--- src/rtl/flipdot_sampler_pkg.sv ---
// Shared flipdot geometry defaults (same values as the window counter stage) and FSM state type.
package flipdot_sampler_pkg;

    localparam int FD_COLS  = 28;
    localparam int FD_ROWS  = 14;
    localparam int FD_H_OFF = 224;
    localparam int FD_V_OFF = 112;
    localparam int FD_PIX_W = 8;

    typedef enum logic {
        ST_IDLE = 1'b0,
        ST_SEND = 1'b1
    } fsm_state_t;

endpackage

--- src/rtl/flipdot_cell_sampler.sv ---
// Tracks X/Y position inside the capture window and latches one thresholded luma bit per cell centre.
// Shadow bit updates one cycle after the sampled pixel; no backpressure (free-running pixel stream).
module flipdot_cell_sampler
    import flipdot_sampler_pkg::*;
#(
    parameter int COLS  = FD_COLS,
    parameter int ROWS  = FD_ROWS,
    parameter int H_OFF = FD_H_OFF,
    parameter int V_OFF = FD_V_OFF,
    parameter int PIX_W = FD_PIX_W
) (
    input  logic                   CLK,
    input  logic                   RESET_N,
    input  logic                   activ_c,
    input  logic                   activ_rise,
    input  logic                   activ_fall,
    input  logic                   vs_rise,
    input  logic [PIX_W-1:0]       luma,
    input  logic [PIX_W-1:0]       thresh,
    output logic [ROWS*COLS-1:0]   shadow
);

    localparam logic [31:0] CW      = 32'(H_OFF / COLS);
    localparam logic [31:0] CH      = 32'(V_OFF / ROWS);
    localparam logic [31:0] CW_HALF = CW / 32'd2;
    localparam logic [31:0] CH_HALF = CH / 32'd2;
    localparam logic [31:0] COLS_U  = 32'(COLS);
    localparam logic [31:0] ROWS_U  = 32'(ROWS);
    localparam logic [31:0] H_OFF_U = 32'(H_OFF);
    localparam logic [31:0] V_OFF_U = 32'(V_OFF);
    localparam int          IW      = $clog2(ROWS * COLS);

    logic [31:0]   x_loc;
    logic [31:0]   y_loc;
    logic [31:0]   x_cur;
    logic [31:0]   col;
    logic [31:0]   row;
    logic          hit;
    logic [IW-1:0] widx;

    // x_cur is the pixel index on this line, already zero on the first active pixel
    always_comb begin
        x_cur = activ_rise ? 32'd0 : x_loc;
        col   = x_cur / CW;
        row   = y_loc / CH;
        hit   = activ_c
              && ((x_cur % CW) == CW_HALF)
              && ((y_loc % CH) == CH_HALF)
              && (col < COLS_U)
              && (row < ROWS_U);
        widx  = IW'(row * COLS_U + col);
    end

    always_ff @(posedge CLK) begin
        if (!RESET_N) begin
            x_loc  <= '0;
            y_loc  <= '0;
            shadow <= '0;
        end else begin
            // counters stop at the window edge so an overlong line never aliases onto column 0
            if (activ_c)
                x_loc <= (x_cur < H_OFF_U) ? x_cur + 32'd1 : x_cur;
            if (vs_rise)
                y_loc <= '0;
            else if (activ_fall && (y_loc < V_OFF_U))
                y_loc <= y_loc + 32'd1;
            if (hit)
                shadow[widx] <= (luma >= thresh);
        end
    end

endmodule

--- src/rtl/flipdot_sampler.sv ---
// Samples video into a flipdot dot map and streams it out one row word per handshake.
// Rows start the cycle after VS rises; ROW_READY low stalls with row held; VS during SEND drops the frame.
module flipdot_sampler
    import flipdot_sampler_pkg::*;
#(
    parameter int COLS  = FD_COLS,
    parameter int ROWS  = FD_ROWS,
    parameter int H_OFF = FD_H_OFF,
    parameter int V_OFF = FD_V_OFF,
    parameter int PIX_W = FD_PIX_W
) (
    input  logic             CLK,
    input  logic             RESET_N,
    input  logic             VS,
    input  logic             ACTIV_C,
    input  logic [PIX_W-1:0] LUMA,
    input  logic [PIX_W-1:0] THRESH,
    input  logic             ROW_READY,
    output logic             ROW_VALID,
    output logic [3:0]       ROW_IDX,
    output logic [COLS-1:0]  ROW_DATA,
    output logic             FRAME_DROP
);

    localparam logic [3:0] LAST_ROW = 4'(ROWS - 1);

    fsm_state_t                        state;
    fsm_state_t                        state_nxt;
    logic [3:0]                        ptr;
    logic [3:0]                        ptr_nxt;
    logic                              load_buf;
    logic                              drop_nxt;
    logic                              vs_q;
    logic                              activ_q;
    logic                              vs_rise;
    logic                              activ_rise;
    logic                              activ_fall;
    logic [ROWS*COLS-1:0]              shadow;
    logic [ROWS-1:0][COLS-1:0]         out_buf;

    assign vs_rise    = VS & ~vs_q;
    assign activ_rise = ACTIV_C & ~activ_q;
    assign activ_fall = ~ACTIV_C & activ_q;

    flipdot_cell_sampler #(
        .COLS  (COLS),
        .ROWS  (ROWS),
        .H_OFF (H_OFF),
        .V_OFF (V_OFF),
        .PIX_W (PIX_W)
    ) u_cell_sampler (
        .CLK        (CLK),
        .RESET_N    (RESET_N),
        .activ_c    (ACTIV_C),
        .activ_rise (activ_rise),
        .activ_fall (activ_fall),
        .vs_rise    (vs_rise),
        .luma       (LUMA),
        .thresh     (THRESH),
        .shadow     (shadow)
    );

    always_ff @(posedge CLK) begin
        if (!RESET_N)
            state <= ST_IDLE;
        else
            state <= state_nxt;
    end

    always_comb begin
        state_nxt = state;
        ptr_nxt   = ptr;
        load_buf  = 1'b0;
        drop_nxt  = 1'b0;
        case (state)
            ST_IDLE: begin
                if (vs_rise) begin
                    load_buf  = 1'b1;
                    ptr_nxt   = '0;
                    state_nxt = ST_SEND;
                end
            end
            ST_SEND: begin
                // a new frame arriving mid-transfer is discarded; the buffer keeps the frame being sent
                drop_nxt = vs_rise;
                if (ROW_READY) begin
                    if (ptr == LAST_ROW) begin
                        ptr_nxt   = '0;
                        state_nxt = ST_IDLE;
                    end else begin
                        ptr_nxt = ptr + 4'd1;
                    end
                end
            end
            default: state_nxt = ST_IDLE;
        endcase
    end

    always_ff @(posedge CLK) begin
        if (!RESET_N) begin
            ptr        <= '0;
            vs_q       <= 1'b0;
            activ_q    <= 1'b0;
            FRAME_DROP <= 1'b0;
            out_buf    <= '0;
        end else begin
            ptr        <= ptr_nxt;
            vs_q       <= VS;
            activ_q    <= ACTIV_C;
            FRAME_DROP <= drop_nxt;
            if (load_buf)
                out_buf <= shadow;
        end
    end

    assign ROW_VALID = (state == ST_SEND);
    assign ROW_IDX   = ptr;
    assign ROW_DATA  = (state == ST_SEND) ? out_buf[ptr] : '0;

endmodule

--- config.mk ---
export PLATFORM = sky130hd
export DESIGN_NAME = flipdot_sampler
export DESIGN_NICKNAME = d
export VERILOG_FILES = /design/src/rtl/flipdot_sampler_pkg.sv /design/src/rtl/flipdot_cell_sampler.sv /design/src/rtl/flipdot_sampler.sv
export SDC_FILE = /design/constraint.sdc
export NUM_CORES = 2
export LEC_CHECK = 0
export ABC_AREA = 1
export CAP_MARGIN = 20
export CORE_MARGIN = 2
export CORE_UTILIZATION = 54
export CTS_CLUSTER_SIZE = 28
export DETAILED_ROUTE_END_ITERATION = 7
export HOLD_SLACK_MARGIN = 0.12
export PLACE_DENSITY_LB_ADDON = 0.3
export SETUP_SLACK_MARGIN = 0.4
export SYNTH_ARGS = -nofsm -noshare
export SYNTH_HDL_FRONTEND = slang
export SYNTH_HIERARCHICAL = 1
export SYNTH_SLANG_ARGS = --single-unit
--- constraint.sdc ---
create_clock -name CLK -period 4.6 [get_ports CLK]
set_input_delay 0.92 -clock CLK [delete_from_list [all_inputs] [get_ports CLK]]
set_output_delay 0.92 -clock CLK [all_outputs]
set_load 0.02 [all_outputs]
==> results.cfg <==
[run_status]
status = finished, final reports clean

[drt]
drc = 0
drtAntennaViolNets = 0
wl_per_cell_um = 16.3
first_iter_violations = 3631
vias_per_cell = 5.40
drtPass1Iterations = 6
vias = 38200
wl_um = 115000

[timing]
clock.fmax_ghz = 0.239
finalHoldWorstSlack_ps = 423
max_slew_margin_pct = 31.1
slew_viol_final = 0
skew_ps = 31.2
setup_violations = 0
fin_setup_tns_ps = 0
min_period_ps = 4180
rsz0062_at_grt = no
tightest_slew_ps = 1020
fin_crit_sh_pct = 90.8
final_hold_viol_count = 0

[global_route]
track_usage_pct = 29.3
grt-ovfl-total = 0
grt_first_pass_wirelength_um = 184000
grt_pass1_vias = 35200
grt_max_degree = 213
antenna_found_initial = 2

[placement]
gp_congestion = 0.810
portBuffers = 54
placedCellCount = 6913
dp_hpwl_um = 61900

[floorplan]
initial_utilization_pct = 54.3
io_pins = 55
dieArea_mm2 = 0.0766
row_count = 100
core_mm2 = 0.0741
die_x_um = 277
die-height_um = 277

[logic_synthesis]
ys_warn_count = 6
synth_top_area_share_pct = 42.6
syn-cell-area_mm2 = 0.0402
ys.flop_type = dfxtp_1
synth_edf_count = 0
syn_nets = 6272
yosysTopAreaCell = dfxtp_1
synthTopCellsByArea = dfxtp_1 (43%), nand2_1 (16%), nand3_1 (9.3%)
ys_ff_latch = 856
synthMostInstantiatedCell = nand2_1
syn_avg_cell_area_um2 = 6.47
synth_cell_types = 36
ys_seq_area_share_pct = 42.6
synth_common_cells = nand2_1 (1709), nor2_1 (958), dfxtp_1 (856)
syn_inst = 6215
synth-async-reset-ratio_pct = 0

[clocking]
insertion_delay_ps = 650
clockBufferDepth = 3
clk_pin_slew_ps = 60
clock-sinks = 856
htree_levels = 3
cts_tree = done
cts-root-buf = clkbuf_16
cts_buffers = 89

[critical_path]
worstSetupStartpointType = flop
crit_slowest_cell = clkdlybuf4s50_1
endpoint_kind = output port
crit_chain = buf_16, nand2_1, nand3_1, nand3_1, nand2_1, nor2_1, nor2_1, clkdlybuf4s50_1
ff2ff_setup_slack_ps = 660
rr_startpoint = u_cell_sampler/y_loc[3]
worst_r2r_path_depth = 20
cp_slowest_stage_delay_ps = 700
cp.arrival_ps = 3260
rr_endpoint = u_cell_sampler/shadow[293]
crit_family = buffers and inverters
worst-setup-path-type = reg -> out
required_ps = 3680
critPathMaxFanout = 73
critPathBufInv = 2

[worst_hold_path]
min_path_type = reg -> reg
hold_path_depth = 2
hold_end = u_cell_sampler/y_loc[16]
hp-start = u_cell_sampler/y_loc[16]

[power]
vdd_ir_drop_max_mv = 0.269
cellLeakagePower_nw = 20.1
p_total_mw = 16.0
p_per_area_mw_per_mm2 = 360

[finish]
post_layout_nonfiller_instances = 7081
nets = 6097
drive_above_1_share_pct = 5.14
final_util_pct = 59.9
area_delta_synth_final_pct = 10.3
antennaDiodeCount = 0

[flow_run]
cap_violations = 0
==> metal layers <==
layer  vias to the layer above  global-route usage [%]  wire, um
li1                      18800                       -         -
met1                     17600                    38.9     48500
met2                      1558                    49.7     54000
met3                       209                    3.91     10400
met4                         4                    8.28      2540
met5                         -                       0        24
==> worst register-to-register path, cell delays in order (launching register included) <==
cell and delay, ps:
dfxtp_2 370, fa_1 490, ha_1 240, fa_1 410, xor2_1 160, ha_1 340, nand2_1 70, inv_1 60
nand4_1 130, nand3_1 140, nand2_1 60, nand2_1 90, nand3_1 150, buf_4 190, nor2_4 130, buf_4 180
clkbuf_16 250, nand3_1 130, nand2_1 90, nand2_1 60, nor2_1 150
==> final cells by class <==
cell class | count | area [um^2]
clock buffer | 134 | 2640
clock inverter | 29 | 288
fill | 6855 | 29700
inverter | 741 | 2810
multi-input combinational | 4189 | 18300
sequential | 856 | 17200
tap | 969 | 1210
timing repair buffer | 163 | 1920
==> timing repair <==
item | 4_1_cts | 5_1_grt
hold buffers | 0 | 0
resized for setup | 3 | 10
pin swaps | 0 | 1
cloned | 1 | 1
buffers inserted | 0 | 2
endpoints found under the setup margin | 10 | 253
==> cells in the final DEF, fill, tap and decap left out, types with 3 or more instances in the layout <==
cell             count
nor2_4              30
nand4_1              6
fa_1                 6
buf_12              37
clkdlybuf4s50_1     53
inv_6                4
inv_2                5
buf_4               66
dfxtp_2              6
clkbuf_1            22
clkinvlp_4           5
nand4_4              4
dfxtp_1            848
clkbuf_16           91
nand2_1           1709
nor2_1             950
o21ai_0            232
inv_1              730
nand3_1            748
a21oi_1            433
bufinv_16            3
nor3_1              11
ha_1                30
clkinv_2            17
nor2_2               4
clkbuf_8            22
xor2_1               5
o21ai_1              6
==> cell families after synthesis <==
kind of cell,count (synthesis),synth area share (%)
xor+xnor,8,0.193
fa+ha+maj,36,1.23
compound gates,676,8.46
flops,856,42.6
simple gates,3469,35.5
buf+inv,1170,12.0
==> flip-flops by register name, summed over array words and instances, names as in the netlist <==
| register | flops |
|---|---|
| out_buf | 392 |
| u_cell_sampler/shadow | 392 |
| u_cell_sampler/x_loc | 32 |
| u_cell_sampler/y_loc | 32 |
| ROW_IDX | 4 |
| FRAME_DROP | 1 |
| ROW_VALID | 1 |
| activ_q | 1 |
| vs_q | 1 |
==> worst max-delay path by stage <==
stage | from | end | slack, ps | cells after the start
floorplan | ACTIV_C | u_cell_sampler/shadow[190] | 1050 | 15
global placement | ACTIV_C | u_cell_sampler/shadow[317] | 340 | 15
detailed placement | ACTIV_C | u_cell_sampler/shadow[381] | 260 | 15
CTS | ROW_IDX[0] | ROW_DATA[24] | 420 | 11
global route | ROW_IDX[0] | ROW_DATA[4] | 400 | 8
finish | ROW_IDX[0] | ROW_DATA[4] | 420 | 8
==> power breakdown <==
group          switching, mW  internal, mW
clock network           3.09          4.14
registers             0.0406          7.56
logic                  0.866         0.282
total                   3.99          12.0
==> per-stage QoR <==
| step | cell area (um^2) | worst slack [ps] |
|---|---|---|
| 2_1_floorplan | 40200 | 1050 |
| 6_report | 44300 | 421 |
| 5_1_grt | 44300 | 403 |
| 3_3_place_gp | 41300 | 340 |
| 4_1_cts | 44300 | 416 |
| 3_5_place_dp | 41300 | 258 |
(Power assumes the default switching activity.)
